--- src/rtl/idli_sqi_fetch_m.sv ---
// -----------------------------------------------------------------------------
// idli_sqi_fetch_m
//
// Instruction fetch sequencer. Captures the current PC from the PC block's
// nibble-serial rotating slice (LSB nibble first), pulses the PC increment
// strobe for one full rotation, runs an SQI read of one 16b instruction from
// the external SRAM and presents it to decode behind a valid/ready handshake.
//
// Ports:
//   i_fe_gck      clock (same gated clock as the PC block)
//   i_fe_rst      asynchronous active-high reset
//   i_fe_en       fetch enable, sampled only in IDLE
//   i_fe_pc       4b PC slice; phase 0 carries PC[3:0]
//   o_fe_pc_inc   increment strobe to the PC block (high for the 4 CAPT cycles)
//   o_sqi_cs_n    SRAM chip select, active-low
//   o_sqi_sck_en  SQI clock enable
//   o_sqi_oe      1 = drive o_sqi_d onto the pads
//   o_sqi_d       SQI data out (0 when not driving)
//   i_sqi_d       SQI data in, sampled only in DATA
//   o_fe_instr    fetched instruction (big-endian: first nibble is [15:12])
//   o_fe_vld      instruction valid
//   i_fe_rdy      decode accepts the instruction
//   o_fe_state    current FSM state, for observation only
//
// Handshake: a transfer happens on every rising clock edge where o_fe_vld and
// i_fe_rdy are both high. o_fe_vld, once raised, stays high with o_fe_instr
// stable until that transfer, and drops on the following cycle. i_fe_rdy is
// ignored while o_fe_vld is low.
// -----------------------------------------------------------------------------
module idli_sqi_fetch_m #(
    parameter logic [7:0]  CMD_READ  = 8'h03,
    parameter int unsigned DUMMY_CYC = 2
) (
    input  logic        i_fe_gck,
    input  logic        i_fe_rst,
    input  logic        i_fe_en,
    input  logic [3:0]  i_fe_pc,
    output logic        o_fe_pc_inc,
    output logic        o_sqi_cs_n,
    output logic        o_sqi_sck_en,
    output logic        o_sqi_oe,
    output logic [3:0]  o_sqi_d,
    input  logic [3:0]  i_sqi_d,
    output logic [15:0] o_fe_instr,
    output logic        o_fe_vld,
    input  logic        i_fe_rdy,
    output logic [2:0]  o_fe_state
);

    typedef enum logic [2:0] {
        IDLE  = 3'd0,
        CAPT  = 3'd1,
        CMD   = 3'd2,
        ADDR  = 3'd3,
        DUMMY = 3'd4,
        DATA  = 3'd5,
        HOLD  = 3'd6
    } state_t;

    // Last value of cnt_q in DUMMY. Unused when DUMMY_CYC is 0 (ADDR goes
    // straight to DATA).
    localparam logic [7:0] DUMMY_LAST = 8'(DUMMY_CYC - 1);

    state_t      state_q;
    state_t      state_d;
    logic [7:0]  cnt_q;
    logic [7:0]  cnt_d;
    logic [1:0]  phase_q;
    logic [15:0] addr_q;
    logic [15:0] instr_q;
    logic        vld_q;
    logic [23:0] addr_byte;
    logic        on_bus;

    // -------------------------------------------------------------------------
    // State register and datapath
    // -------------------------------------------------------------------------
    always_ff @(posedge i_fe_gck or posedge i_fe_rst) begin
        if (i_fe_rst) begin
            state_q <= IDLE;
            cnt_q   <= '0;
            phase_q <= '0;
            addr_q  <= '0;
            instr_q <= '0;
            vld_q   <= 1'b0;
        end else begin
            // Free-running so it stays locked to the PC block's rotation;
            // both blocks leave reset on the same edge.
            phase_q <= phase_q + 2'd1;
            state_q <= state_d;
            cnt_q   <= cnt_d;
            vld_q   <= (state_d == HOLD);
            // PC arrives LSB nibble first, so shift in from the top.
            if (state_q == CAPT) begin
                addr_q <= {i_fe_pc, addr_q[15:4]};
            end
            // SRAM returns MSB nibble first, so shift in from the bottom.
            if (state_q == DATA) begin
                instr_q <= {instr_q[11:0], i_sqi_d};
            end
        end
    end

    // -------------------------------------------------------------------------
    // Next-state logic
    // -------------------------------------------------------------------------
    always_comb begin
        state_d = state_q;
        cnt_d   = cnt_q + 8'd1;
        case (state_q)
            IDLE: begin
                cnt_d = '0;
                // Entering CAPT on phase 3 makes the first CAPT cycle see PC[3:0].
                if (i_fe_en && (phase_q == 2'd3)) begin
                    state_d = CAPT;
                end
            end
            CAPT: begin
                if (cnt_q == 8'd3) begin
                    state_d = CMD;
                    cnt_d   = '0;
                end
            end
            CMD: begin
                if (cnt_q == 8'd1) begin
                    state_d = ADDR;
                    cnt_d   = '0;
                end
            end
            ADDR: begin
                if (cnt_q == 8'd5) begin
                    state_d = (DUMMY_CYC == 0) ? DATA : DUMMY;
                    cnt_d   = '0;
                end
            end
            DUMMY: begin
                if (cnt_q == DUMMY_LAST) begin
                    state_d = DATA;
                    cnt_d   = '0;
                end
            end
            DATA: begin
                if (cnt_q == 8'd3) begin
                    state_d = HOLD;
                    cnt_d   = '0;
                end
            end
            HOLD: begin
                cnt_d = '0;
                if (i_fe_rdy) begin
                    state_d = IDLE;
                end
            end
            default: begin
                state_d = IDLE;
                cnt_d   = '0;
            end
        endcase
    end

    // -------------------------------------------------------------------------
    // Outputs (decoded from registered state only, so async reset forces them
    // to their idle values without any clock edge)
    // -------------------------------------------------------------------------
    // Instructions are 16b wide, so the byte address is the PC shifted left.
    assign addr_byte = {7'b0, addr_q, 1'b0};
    assign on_bus    = (state_q == CMD) || (state_q == ADDR) ||
                       (state_q == DUMMY) || (state_q == DATA);

    always_comb begin
        o_sqi_d = 4'h0;
        case (state_q)
            CMD: begin
                o_sqi_d = cnt_q[0] ? CMD_READ[3:0] : CMD_READ[7:4];
            end
            ADDR: begin
                case (cnt_q[2:0])
                    3'd0:    o_sqi_d = addr_byte[23:20];
                    3'd1:    o_sqi_d = addr_byte[19:16];
                    3'd2:    o_sqi_d = addr_byte[15:12];
                    3'd3:    o_sqi_d = addr_byte[11:8];
                    3'd4:    o_sqi_d = addr_byte[7:4];
                    3'd5:    o_sqi_d = addr_byte[3:0];
                    default: o_sqi_d = 4'h0;
                endcase
            end
            default: o_sqi_d = 4'h0;
        endcase
    end

    assign o_fe_pc_inc  = (state_q == CAPT);
    assign o_sqi_cs_n   = ~on_bus;
    assign o_sqi_sck_en = on_bus;
    assign o_sqi_oe     = (state_q == CMD) || (state_q == ADDR);
    assign o_fe_instr   = instr_q;
    assign o_fe_vld     = vld_q;
    assign o_fe_state   = state_q;

endmodule

--- config.mk ---
export PLATFORM = sky130hd
export DESIGN_NAME = idli_sqi_fetch_m
export DESIGN_NICKNAME = d
export VERILOG_FILES = /design/src/rtl/idli_sqi_fetch_m.sv
export SDC_FILE = /design/constraint.sdc
export NUM_CORES = 1
export LEC_CHECK = 0
export BUFFER_PORTS_ARGS = -buffer_cell sky130_fd_sc_hd__buf_2
export CAP_MARGIN = 20
export CORE_ASPECT_RATIO = 1.2
export CORE_UTILIZATION = 45
export DETAILED_ROUTE_END_ITERATION = 6
export HOLD_SLACK_MARGIN = 0.03
export PLACE_DENSITY_LB_ADDON = 0.1
export SKIP_CTS_REPAIR_TIMING = 1
export SLEW_MARGIN = 20
export SYNTH_ARGS = -nofsm -noshare
export SYNTH_HDL_FRONTEND = slang
export SYNTH_SLANG_ARGS = --single-unit
--- constraint.sdc ---
create_clock -name i_fe_gck -period 4.8 [get_ports i_fe_gck]
set_input_delay 0.96 -clock i_fe_gck [delete_from_list [all_inputs] [get_ports i_fe_gck]]
set_output_delay 0.96 -clock i_fe_gck [all_outputs]
set_load 0.02 [all_outputs]
# Word-level counts from Yosys, hierarchy flattened
# Cells that the tools add are included.
dict set report word_totals {
  romBits 0
  output_inout_bits 28
  n_memories 0
  elab_cells 47
  register_bits 46
  latch_bits 0
  mem_bits_rw 0
}
dict set report classes {
  n_mux 15
  n_addsub 2
  n_shift 0
  n_div 0
  mul 0
  n_reduce_logical 7
  bitwise_logic 1
  n_lt_le_gt_ge 0
  eq_ne 16
}
# operator n
set ops {}
lappend ops {{two-way mux 8 bit} 3}
lappend ops {{case mux 8 bit (3 select lines)} 1}
lappend ops {{two-way mux 3 bit} 7}
lappend ops {{case mux 3 bit (7 select lines)} 1}
lappend ops {{case mux 4 bit (5 select lines)} 1}
lappend ops {{equality test 3 bit, second input constant} 6}
lappend ops {{equality test 3 x 2 -> 1 bit, second input constant} 4}
lappend ops {{adder 8 x 1 -> 8 bit, second input constant} 1}
lappend ops {{equality test 8 x 1 -> 1 bit, second input constant} 1}
lappend ops {{equality test 8 x 2 -> 1 bit, second input constant} 1}
lappend ops {{equality test 8 x 3 -> 1 bit, second input constant} 1}
lappend ops {{case mux 4 bit (2 select lines)} 1}
lappend ops {{equality test 3 x 1 -> 1 bit, second input constant} 2}
lappend ops {{OR reduction 2 bit} 2}
lappend ops {{zero test 3 bit} 1}
lappend ops {{logical OR 1 bit} 3}
lappend ops {{adder 2 x 1 -> 2 bit, second input constant} 1}
lappend ops {{equality test 2 bit, second input constant} 1}
lappend ops {{two-way mux 2 bit} 1}
lappend ops {{logical AND 1 bit} 1}
lappend ops {{NOT 1 bit} 1}

# Depth between registers and ports, before layout
dict set report logic_depth {
  depth_word 5
  ltp_mapped 7
  ltp_nobuf 6
}

# Worst setup path before layout
# OpenSTA, ideal clock, no wires.
dict set report synth_timing {
  kind {flip-flop to output port}
  start {register state_q[2] (netlist: o_fe_state[2])}
  end {output o_sqi_d[3]}
  t_arrival_ns 1.778
  stages_incl_launch_ff 5
  setup_slack_ns 2.062
  path_buffers 0
  required_ns 3.840
  path_cell_list {dfrtp_1 and2b_1 and2_1 o21ai_0 a211oi_1}
}
dict set report synth_between {
  elab_chain_len 2
  word_cells_on_any_way 3
  classes_between {eq/ne: 2; mux: 1}
}
# item line_no
set synth_lines {}
lappend synth_lines {{start: declaration} 64} ;# state_t state_q;
lappend synth_lines {{start signal: assignment} 90} ;# state_q <= state_d;
lappend synth_lines {{equality test 3 x 2 -> 1 bit} 172} ;# case (state_q)
lappend synth_lines {{case mux 4 bit (2 select lines) (*)} 172}
lappend synth_lines {{end: declaration} 42} ;# output logic [3:0] o_sqi_d,
# Every way passes the cells marked *; elsewhere a longest branch is shown, timed or not.

# Worst setup path after layout
dict set report layout_timing {
  start {register cnt_q[0]}
  end {output o_sqi_d[0]}
}
dict set report layout_between {
  elab_chain_len 3
  word_cells_on_any_way 8
  classes_between {eq/ne: 5; mux: 3}
}
# item line_no
set layout_lines {}
lappend layout_lines {{start: declaration} 66} ;# logic [7:0] cnt_q;
lappend layout_lines {{start signal: assignment} 91} ;# cnt_q <= cnt_d;
lappend layout_lines {{equality test 3 bit, or another cell as far along} 177} ;# case (cnt_q[2:0])
lappend layout_lines {{case mux 4 bit (5 select lines)} 177}
lappend layout_lines {{case mux 4 bit (2 select lines) (*)} 172}
# Marked as above.

==> flow_summary.json <==
{
  "grt_antenna_before_repair": 0,
  "fin_area_sq_um": 2481,
  "finalCritPeriodShare_pct": 63.49,
  "die_width_microns": 64.98,
  "end_kind": "output port",
  "rsz0062_at_grt": "no",
  "hold_class": "flip-flop to flip-flop",
  "leakagePower_nw": 1.213,
  "tightest_slew_ps": 570.6,
  "path_cells": "ha_1 -> nor3_1 -> a21oi_1 -> o21ai_0 -> o21bai_1 -> buf_2",
  "cp-start-kind": "flip-flop",
  "fin_worst_skew_ps": 6.788,
  "path_clk_slew_ps": 80,
  "reg2reg_from": "cnt_q[2]",
  "worstHoldEndpoint": "phase_q[0]",
  "vias": 1421,
  "mostFrequentLayoutCells": "dfrtp_1 (46), buf_2 (39), mux2_1 (19), mux2_2 (13), nor2_1 (11)",
  "io_pins": 40,
  "ys_warn_count": 0,
  "whs_ps": 429.9,
  "totalWireLength_microns": 3854,
  "power.density_nw_per_um2": 576.0,
  "cts_tree": "yes",
  "synth-edff-count": 0,
  "hold_viol": 0,
  "cts_made_buffers": 5,
  "worst_ep_arrival_time_ps": 2090,
  "track_usage_pct": 17.16,
  "drive_gt1_share_pct": 32.54,
  "overflow": 0,
  "worst_slew_margin_rel_pct": 61.96,
  "first_iter_violations": 66,
  "clkSinkCount": 46,
  "avgSynthCellArea_sq_um": 12.75,
  "slew_viol_final": 0,
  "fp.coreArea_sq_um": 4594,
  "routedWlPerCell_microns": 14.43,
  "h-tree-depth": 2,
  "yosysSeqAreaShare_pct": 53.74,
  "reg2reg_to": "cnt_q[1]",
  "syn_area_sq_um": 2142,
  "maxCapViolations": 0,
  "postRouteAntennaNets": 0,
  "gp_congestion": 0.7375,
  "syn_nets": 186,
  "syn_inst": 168,
  "grt_max_degree": 47,
  "viasPerCell": 5.322,
  "criticalPathCategory": "flip-flop to output port",
  "place_area_sq_um": 2367,
  "max_freq_mhz": 328.1,
  "mostFrequentLayoutCell": "dfrtp_1",
  "num_rows": 27,
  "dieArea_sq_um": 5041,
  "initial_core_util_pct": 46.62,
  "setup_violations": 0,
  "dp_hpwl_microns": 2750,
  "synthArstFlopShare_pct": 100.0,
  "slowest_stage": "dfrtp_1",
  "power.total_mw": 1.429,
  "n_antenna_cell": 0,
  "grt_pass1_wl_microns": 6630,
  "worstHoldPathCells": 1,
  "required_ps": 3840,
  "ys.flop_type": "dfrtp_1",
  "status": "finished clean",
  "synthToLayoutAreaGrowth_pct": 15.83,
  "ys_ff_latch": 46,
  "portBuffers": 39,
  "vdd.ir_drop.worst_mv": 0.2571,
  "die_h_microns": 77.58,
  "worstHoldStart": "phase_q[0]",
  "worst-path-max-fanout": 7,
  "grt_pass1_vias": 1434,
  "clock_latency_ps": 290,
  "synth_cell_types": 42,
  "cts-root-buf": "clkbuf_8",
  "nets": 226,
  "period_minus_slack_ps": 3047,
  "cts_buffer_depth": 2,
  "max_stage_delay_ps": 450,
  "r2r_slack_ps": 3030,
  "dr.pass1.iters": 4,
  "fin_tns_setup_ps": 0,
  "drc": 0,
  "finalCoreUtilization_pct": 54.00,
  "reg2reg_depth": 4
}
synth_stat cells (2+ instances only):
library cell,n,area share (%)
a211oi_1,2,0.70
a21o_1,2,0.70
a221oi_1,3,1.2
a22oi_1,4,1.4
a31oi_1,2,0.58
and3_1,3,0.88
buf_4,4,1.4
dfrtp_1,46,54
ha_1,6,3.5
inv_1,6,1.1
mux2_1,19,10
mux2_2,13,6.8
nand2_1,2,0.35
nand3_1,4,0.93
nor2_1,11,1.9
nor2_4,2,1.1
nor2b_1,2,0.58
nor3_1,3,0.70
o21ai_0,5,1.2
o21bai_1,2,0.70
xnor2_1,3,1.2
xor2_1,4,1.6
worst max-delay path by stage:
stage          slack [ps]    endpoint     startpoint  cells past startpoint
2_1_floorplan        2060  o_sqi_d[3]  o_fe_state[2]                      4
3_3_place_gp         2110  o_sqi_d[2]  o_fe_state[2]                      5
3_5_place_dp         2100  o_sqi_d[0]       cnt_q[0]                      6
4_1_cts              1750  o_sqi_d[1]       cnt_q[0]                      6
5_1_grt              1570  o_sqi_d[0]       cnt_q[0]                      7
6_report             1750  o_sqi_d[0]       cnt_q[0]                      6
cell families after synthesis:
| logic type | Yosys count | synth area share (%) |
|---|---|---|
| XOR/XNOR | 7 | 2.862 |
| AO/OA/AOI/OAI | 28 | 9.754 |
| buffers and inverters | 14 | 3.562 |
| adder cells (fa/ha/maj) | 6 | 3.505 |
| multiplexers | 32 | 16.82 |
| flip-flops | 46 | 53.74 |
| AND/OR/NAND/NOR | 35 | 9.756 |
area by class of cell:
type | instances | area, sq um
sequential | 46 | 1151
timing repair buffer | 40 | 202.7
clock inverter | 3 | 45.04
clock buffer | 5 | 68.82
multi-input combinational | 108 | 914.6
inverter | 7 | 26.28
tap | 58 | 72.57
fill | 441 | 2113
power breakdown:
| group | total (mW) | leakage, nW | switching [mW] | internal, mW |
|---|---|---|---|---|
| combinational | 0.531 | 0.576 | 0.290 | 0.241 |
| sequential | 0.617 | 0.586 | 0.117 | 0.501 |
| clock | 0.281 | 0.0504 | 0.126 | 0.155 |
metal layers:
metal	share of wire (%)	track usage [%]	wire [microns]
met1	45	21.46	1717
met2	50	27.92	1939
met3	4.2	4.853	161
met4	0.93	6.222	36
met5	0	0	0
stage by stage:
stage               cells  setup slack (ps)
floorplan             168              2062
global placement      259              2111
detailed placement    259              2100
CTS                   267              1753
global route          267              1569
finish                267              1753
worst max-delay path: cells and delay by family, from the launching register on:
family / cells / cell delay, ps
AO/OA/AOI/OAI: 3 / 630
flip-flops: 1 / 450
adder cells (fa/ha/maj): 1 / 320
AND/OR/NAND/NOR: 1 / 210
buffers and inverters: 1 / 180
state kept, by name, indices dropped and copies added, names as in the netlist:
name,cells
cnt_q,8
o_fe_instr,16
addr_q,16
o_fe_vld,1
phase_q,2
o_fe_state,3
Note: power is estimated with default switching activity, not from simulation.
